`src/rtl/int_controller.sv`:
```
// rtl/int_controller.sv - fixed-priority interrupt controller for a single int_req/int_ack core pair
module int_controller #(
  parameter int NUM_SRC = 4,
  parameter int ID_W    = 3
) (
  input  logic               clk,
  input  logic               reset_n,
  input  logic [NUM_SRC-1:0] irq_in,
  output logic               int_req,
  input  logic               int_ack,
  input  logic               int_done,
  output logic [ID_W-1:0]    int_id,
  output logic               in_service,
  input  logic               cfg_we,
  input  logic [1:0]         cfg_addr,
  input  logic [7:0]         cfg_wdata,
  output logic [7:0]         cfg_rdata
);

  typedef enum logic [1:0] {IDLE, REQ, SERVICE} state_t;

  state_t             state;
  logic [NUM_SRC-1:0] sync1, sync2, hist;
  logic [NUM_SRC-1:0] mask, edge_mode, pending;
  logic [NUM_SRC-1:0] rise, eligible, wr_clr, ack_clr;
  logic [ID_W-1:0]    winner;
  logic               take_ack;
  logic [7:0]         rd_mux;
  logic               unused_wdata;

  assign unused_wdata = ^cfg_wdata;

  always_ff @(posedge clk or negedge reset_n) begin
    if (!reset_n) begin
      sync1 <= '0;
      sync2 <= '0;
      hist  <= '0;
    end else begin
      sync1 <= irq_in;
      sync2 <= sync1;
      hist  <= sync2;
    end
  end

  assign rise     = sync2 & ~hist;
  assign eligible = pending & mask;
  assign take_ack = (state == REQ) && int_ack;
  assign wr_clr   = (cfg_we && cfg_addr == 2'd2) ? cfg_wdata[NUM_SRC-1:0] : '0;

  // Lowest set index wins; scanning downward leaves the smallest index last.
  always_comb begin
    winner = '0;
    for (int i = NUM_SRC - 1; i >= 0; i--) begin
      if (eligible[i]) winner = ID_W'(i);
    end
  end

  always_comb begin
    ack_clr = '0;
    for (int i = 0; i < NUM_SRC; i++) begin
      if (take_ack && eligible[i] && winner == ID_W'(i)) ack_clr[i] = 1'b1;
    end
  end

  // A new rising edge beats any clear in the same cycle; level bits just track the line.
  always_ff @(posedge clk or negedge reset_n) begin
    if (!reset_n) begin
      pending <= '0;
    end else begin
      pending <= (edge_mode & (rise | (pending & ~(wr_clr | ack_clr))))
               | (~edge_mode & sync2);
    end
  end

  always_ff @(posedge clk or negedge reset_n) begin
    if (!reset_n) begin
      mask      <= '0;
      edge_mode <= '1;
    end else if (cfg_we) begin
      case (cfg_addr)
        2'd0:    mask      <= cfg_wdata[NUM_SRC-1:0];
        2'd1:    edge_mode <= cfg_wdata[NUM_SRC-1:0];
        default: ;
      endcase
    end
  end

  always_ff @(posedge clk or negedge reset_n) begin
    if (!reset_n) begin
      state      <= IDLE;
      int_req    <= 1'b0;
      in_service <= 1'b0;
      int_id     <= '0;
    end else begin
      case (state)
        IDLE: begin
          if (|eligible) begin
            state   <= REQ;
            int_req <= 1'b1;
            int_id  <= winner;
          end
        end
        REQ: begin
          if (int_ack) begin
            state      <= SERVICE;
            int_req    <= 1'b0;
            in_service <= 1'b1;
            int_id     <= winner;
          end else if (~|eligible) begin
            state   <= IDLE;
            int_req <= 1'b0;
          end else begin
            int_id <= winner;
          end
        end
        SERVICE: begin
          if (int_done) begin
            state      <= IDLE;
            in_service <= 1'b0;
          end
        end
        default: begin
          state      <= IDLE;
          int_req    <= 1'b0;
          in_service <= 1'b0;
        end
      endcase
    end
  end

  always_comb begin
    rd_mux = '0;
    case (cfg_addr)
      2'd0: rd_mux[NUM_SRC-1:0] = mask;
      2'd1: rd_mux[NUM_SRC-1:0] = edge_mode;
      2'd2: rd_mux[NUM_SRC-1:0] = pending;
      default: begin
        rd_mux[ID_W-1:0] = int_id;
        rd_mux[6]        = int_req;
        rd_mux[7]        = in_service;
      end
    endcase
  end

  always_ff @(posedge clk or negedge reset_n) begin
    if (!reset_n) cfg_rdata <= '0;
    else          cfg_rdata <= rd_mux;
  end

endmodule

```
`config.mk`:
```
export PLATFORM = sky130hd
export DESIGN_NAME = int_controller
export DESIGN_NICKNAME = d
export VERILOG_FILES = /design/src/rtl/int_controller.sv
export SDC_FILE = /design/constraint.sdc
export NUM_CORES = 1
export LEC_CHECK = 0
export BUFFER_PORTS_ARGS = -buffer_cell sky130_fd_sc_hd__buf_2
export CAP_MARGIN = 20
export CORE_ASPECT_RATIO = 1.1
export CORE_MARGIN = 5
export CORE_UTILIZATION = 45
export DETAILED_ROUTE_END_ITERATION = 10
export GPL_TIMING_DRIVEN = 1
export PLACE_DENSITY = 0.68
export SLEW_MARGIN = 20
export SYNTH_ARGS = -nofsm -noshare
export SYNTH_HDL_FRONTEND = slang
export SYNTH_SLANG_ARGS = --single-unit
```
`constraint.sdc`:
```
create_clock -name clk -period 2.1 [get_ports clk]
set_clock_uncertainty 0.1 [all_clocks]
set_input_delay 0.42 -clock clk [delete_from_list [all_inputs] [get_ports clk]]
set_output_delay 0.42 -clock clk [all_outputs]
set_load 0.02 [all_outputs]
```
### After elaboration in Yosys (flattened, before gate mapping)

Cells that the tools add are included.

| cells by class | value |
|---|---|
| add/sub/neg operators | 0 |
| multipliers | 0 |
| div/mod/pow operators | 0 |
| order comparisons | 0 |
| equal/unequal tests | 11 |
| shift-type cells | 0 |
| mux-type cells | 27 |
| bitwise gates (word level) | 13 |
| reductions and logical operators | 21 |

Operators by type and width:

| kind | number |
|---|---|
| $and A4 B4 Y4 | 5 |
| $mux W3 | 5 |
| $mux W2 | 6 |
| $not A4 Y4 | 3 |
| $or A4 B4 Y4 | 3 |
| $logic_and A1 B1 Y1 | 10 |
| $mux W1 | 9 |
| $pmux W1 S3 | 3 |
| $pmux W3 S3 | 1 |
| $reduce_and A3 Y1 | 3 |
| $eq A3 B2 Y1 const B | 2 |
| $ne A2 B2 Y1 const B | 3 |
| $pmux W2 S3 | 1 |
| $pmux W3 S2 | 1 |
| $eq A2 B1 Y1 const B | 2 |
| $eq A2 B2 Y1 const B | 2 |
| $logic_not A2 Y1 | 2 |
| $mux W4 | 1 |
| $reduce_and A2 Y1 | 2 |
| $reduce_or A4 Y1 | 1 |
| $eq A3 B1 Y1 const B | 1 |
| $logic_not A3 Y1 | 1 |
| $ne A3 B3 Y1 const B | 1 |
| $reduce_or A3 Y1 | 1 |
| 2 further kinds | 3 |

| storage, ports and cells | value |
|---|---|
| flip-flop bits (word level) | 37 |
| bits in latches | 0 |
| bits in writable memories | 0 |
| ROM bits | 0 |
| input port bits | 19 |
| logic and storage cells | 83 |
| memories kept | 0 |

### Logic depth before layout (Yosys ltp)

| logic depth | value |
|---|---|
| depth in word-level cells | 14 |
| gate-level depth with buffers | 4 |
| depth with buffers taken out | 3 |

### Worst setup path after synthesis

Ideal clock, no wire load.

| path | value |
|---|---|
| path type | input to register |
| from | input port cfg_addr[1] |
| to | register mask[0] |
| setup time | 125 ps |
| arrival | 1,160 ps |
| slack | 715 ps |
| stages | 3 |
| path buffers | 1 |
| path through | clkbuf_8 -> nor3b_4 -> mux2_2 |

| between the ends | value |
|---|---|
| cells in the longest elaborated chain, start to end | 2 |

RTL lines:

| what | line | RTL |
|---|---|---|
| start, declared | 15 | `input logic [1:0] cfg_addr,` |
| $logic_not A2 Y1 | 80 | `case (cfg_addr)` |
| $reduce_and A2 Y1 (no line) | - |  |
| end signal, assigned | 81 | `2'd0: mask <= cfg_wdata[NUM_SRC-1:0];` |
| end, declared | 24 | `logic [NUM_SRC-1:0] mask, edge_mode, pending;` |

Every way passes these cells.
A chain may end at the register's enable or synchronous reset.

### Final worst setup path

| path | value |
|---|---|
| from | register mask[0] |
| to | register pending[3] |

| between the ends | value |
|---|---|
| cells in the longest elaborated chain, start to end | 11 |

RTL lines:

| what | line | RTL |
|---|---|---|
| $and A4 B4 Y4 | 46 | `assign eligible = pending & mask;` |
| $mux W3 | 54 | `if (eligible[i]) winner = ID_W'(i);` |
| $eq A3 B2 Y1 | 61 | `if (take_ack && eligible[i] && winner == ID_W'(i)) ack_clr[i] = 1'b1;` |
| $logic_and A1 B1 Y1 | 61 |  |
| $mux W1 | 61 |  |
| $or A4 B4 Y4 | 70 | `pending <= (edge_mode & (rise \| (pending & ~(wr_clr \| ack_clr))))` |
| $not A4 Y4 | 70 |  |
| $and A4 B4 Y4 | 70 |  |
| $or A4 B4 Y4 | 70 |  |
| $and A4 B4 Y4 | 70 |  |
| $or A4 B4 Y4 | 71 | `\| (~edge_mode & sync2);` |
| end signal, assigned | 70 |  |
| end, declared | 24 |  |

Every way passes these cells.

==> metrics.md <==
| Metric | Value |
|---|---|
| Status | complete, no violations |
| Chip Height | 70.0 µm |
| CTS tree | done |
| Share of post-route cells with drive strength above 1 | 41.0% |
| Pwr dens | ~1100 nW/µm² |
| Max Root-Sink Buffers | 2 |
| Setup TNS | 0 ns |
| Post-CTS setup buffers | 0 |
| Synth-to-layout area growth | 13.4% |
| Ys flop type | dfrtp_1 |
| Max IR drop VDD | 0.000417 V |
| Top-count cell post-synth | dfrtp_1 |
| Final nets | 152 |
| Seq/Total Area, Yosys | between 60% and 70% |
| R2R Path Start | mask[0]$_DFFE_PN0P_ |
| Vias per cell | 5.60 |
| Final hold violations | 0 |
| Data required, critical path | 2.23 ns |
| Diodes inserted | 0 |
| Total GRT Usage | 13.5% |
| Cts bufs inserted | 5 |
| Crit-path max FO | 6 |
| CTS resizes | 0 |
| Die ar. | 4510 µm² |
| Routed WL | ~2700 µm |
| Async SR Flop Fraction | 100% |
| Port buffer count | 25 |
| I/O pin cnt | 32 |
| Cell taking the most area after synthesis | dfrtp_1 |
| Top cells by area, synth | dfrtp_1 (56%), dfstp_2 (7.1%), mux2_2 (6.1%) |
| Fmax achieved | roughly 0.67 GHz |
| Avg Cell Area, Syn | 14.1 µm² |
| Synthesized area | 1470 µm² |
| Crit path time final | 1.48 ns |
| Lkg Pwr | 0.791 nW |
| Initial Util | 47.5% |
| Setup Viol. Count Final | 0 |
| Wire per inst | 15.9 µm |
| Root Buffer | clkbuf_4 |
| Worst Path Class, Setup | reg2reg |
| Top cell type's share of synthesized area | 56.1% |
| Max cap viols | 0 |
| RSZ-0062 raised after global routing | no |
| Via Count | between 900 and 1,000 |
| Final slew viol count | 0 |
| R2r worst-path depth | 3 |
| FP Rows | 21 |
| Die outline width | between 60 and 70 µm |
| Number of distinct library cells after synthesis | 30 |
| Clock Latency Late Sink | 0.33 ns |
| Synth Register Bits | 37 |
| Setup ws final | approximately 0.62 ns |
| Initial antenna violation count | 0 |
| Clock transition at the registers of the reported paths | 0.11 ns |
| CP Capture Type | register |
| GP Congestion | 0.822 |
| Hold Buf Count CTS | 0 |
| DRC viols | 0 |
| Starting DRC count in detailed routing | 98 |
| Remaining Overflow, GRT | 0 |
| Pre-CTS WS | 0.559 ns |
| Clock Sinks | 37 |
| Period utilization | 70.7% |
| Core box area | about 3100 µm² |
| DP HPWL | ~1900 µm |
| HP Class | in2async |
| Number of flops mapped to enable cells by yosys | 0 |
| Synth warnings | 0 |
| First-pass GRT wire length | 4720 µm |
| Synth cell count leaders | dfrtp_1 (33), nand2_1 (11), mux2_2 (8) |
| Crit path arrival time | 1.61 ns |
| First-pass DRT Iterations | 3 |
| DRT antenna net count | 0 |
| Startpoint Class | register |
| Reg-to-reg setup timing slack | 0.62 ns |
| Post-Syn Instances | 104 |
| H-tree levels | 2 |
| Largest net degree at the start of global routing | 38 |
| Vias in the first global route | roughly 980 |
| End of the worst register-to-register path | pending[3]$_DFF_PN0_ |
worst max-delay path, cell delays in order (launching register included):
cell and delay, ns:
dfrtp_1 0.45, a22oi_1 0.41, nand4_1 0.18, a22o_1 0.24
worst max path at each step:
stage,startpoint,cells after the start,slack (ns),end
after floorplan,cfg_addr[1],3,0.71,mask[0]$_DFFE_PN0P_
after global placement,cfg_addr[1],3,0.58,mask[1]$_DFFE_PN0P_
after detailed placement,cfg_addr[1],3,0.56,mask[0]$_DFFE_PN0P_
after CTS,mask[1]$_DFFE_PN0P_,3,0.62,pending[3]$_DFF_PN0_
after global routing,mask[0]$_DFFE_PN0P_,3,0.54,pending[3]$_DFF_PN0_
final,mask[0]$_DFFE_PN0P_,3,0.62,pending[3]$_DFF_PN0_
power by group:
part | internal, mW | switching, mW | total (mW)
clock network | 0.194 | 0.216 | 0.410
logic | 0.214 | 0.241 | 0.454
registers | 0.859 | 0.133 | 0.992
layout make-up:
cell class	instances	area [µm²]
clock inverters	1	5.00
well taps	34	42.5
repair buffers	26	133
fillers	280	1430
multi-input cells	62	489
inverters	1	3.75
clock buffers	7	65.1
flip-flops and latches	37	931
registers in the layout (all words and copies together), names as in the netlist:
signal and flops:
sync1 4, pending 4, cfg_rdata 6, in_service 1, sync2 4, hist 4
int_req 1, mask 4, edge_mode 4, int_id 3, state 2
per-layer routing:
metal	track usage [%]	share of wire, %	vias to the layer above	wire [µm]
met3	5.61	5.8	7	154
met4	4.46	2.1	0	55
li1	-	-	435	-
met1	15.9	41	475	1100
met5	0	0	-	0
met2	22.2	51	24	1360
through the flow:
step / hold WS (ns) / total power [mW] / util (%) / area, µm² / cells
floorplan: 0.0244 / 1.32 / - / 1480 / 105
global placement: 0.233 / 1.44 / 51.6 / 1600 / 160
detailed placement: 0.238 / 1.46 / 51.6 / 1600 / 160
CTS: 0.0245 / 1.88 / 53.8 / 1670 / 168
global route: 0.0245 / 1.99 / 53.8 / 1670 / 168
finish: 0.00353 / 1.86 / 53.8 / 1670 / 168
cells by family (layout without fill, tap and decap cells):
| group | after synthesis | after routing | share of synthesized area (%) |
|---|---|---|---|
| flops | 37 | 37 | 63.3 |
| compound gates | 21 | 21 | 10.7 |
| other cells | 1 | 2 | 0.255 |
| mux | 12 | 12 | 11.4 |
| buf+inv | 6 | 35 | 3.74 |
| simple gates | 27 | 27 | 10.6 |
cell usage in the layout (no fill, tap or decap):
cell       count
clkinv_2       1
inv_1          1
a32oi_1        1
conb_1         2
nand3b_1       3
and3_1         3
buf_4          1
a221o_2        1
dfstp_2        4
nor2_1         3
o21ai_0        3
a22o_1         3
buf_2         25
mux2_2         8
clkbuf_8       2
dfrtp_1       33
nand2b_1       1
nor3b_4        1
a32o_2         1
and3b_2        2
mux2i_1        1
nand4_1        1
a21oi_1        5
a21o_2         1
mux4_2         3
and2_1         1
a22oi_1        3
clkbuf_4       5
nand3_1        1
nand2_1       11
a2bb2oi_1      1
a32o_1         2
(Power assumes the default switching activity.)
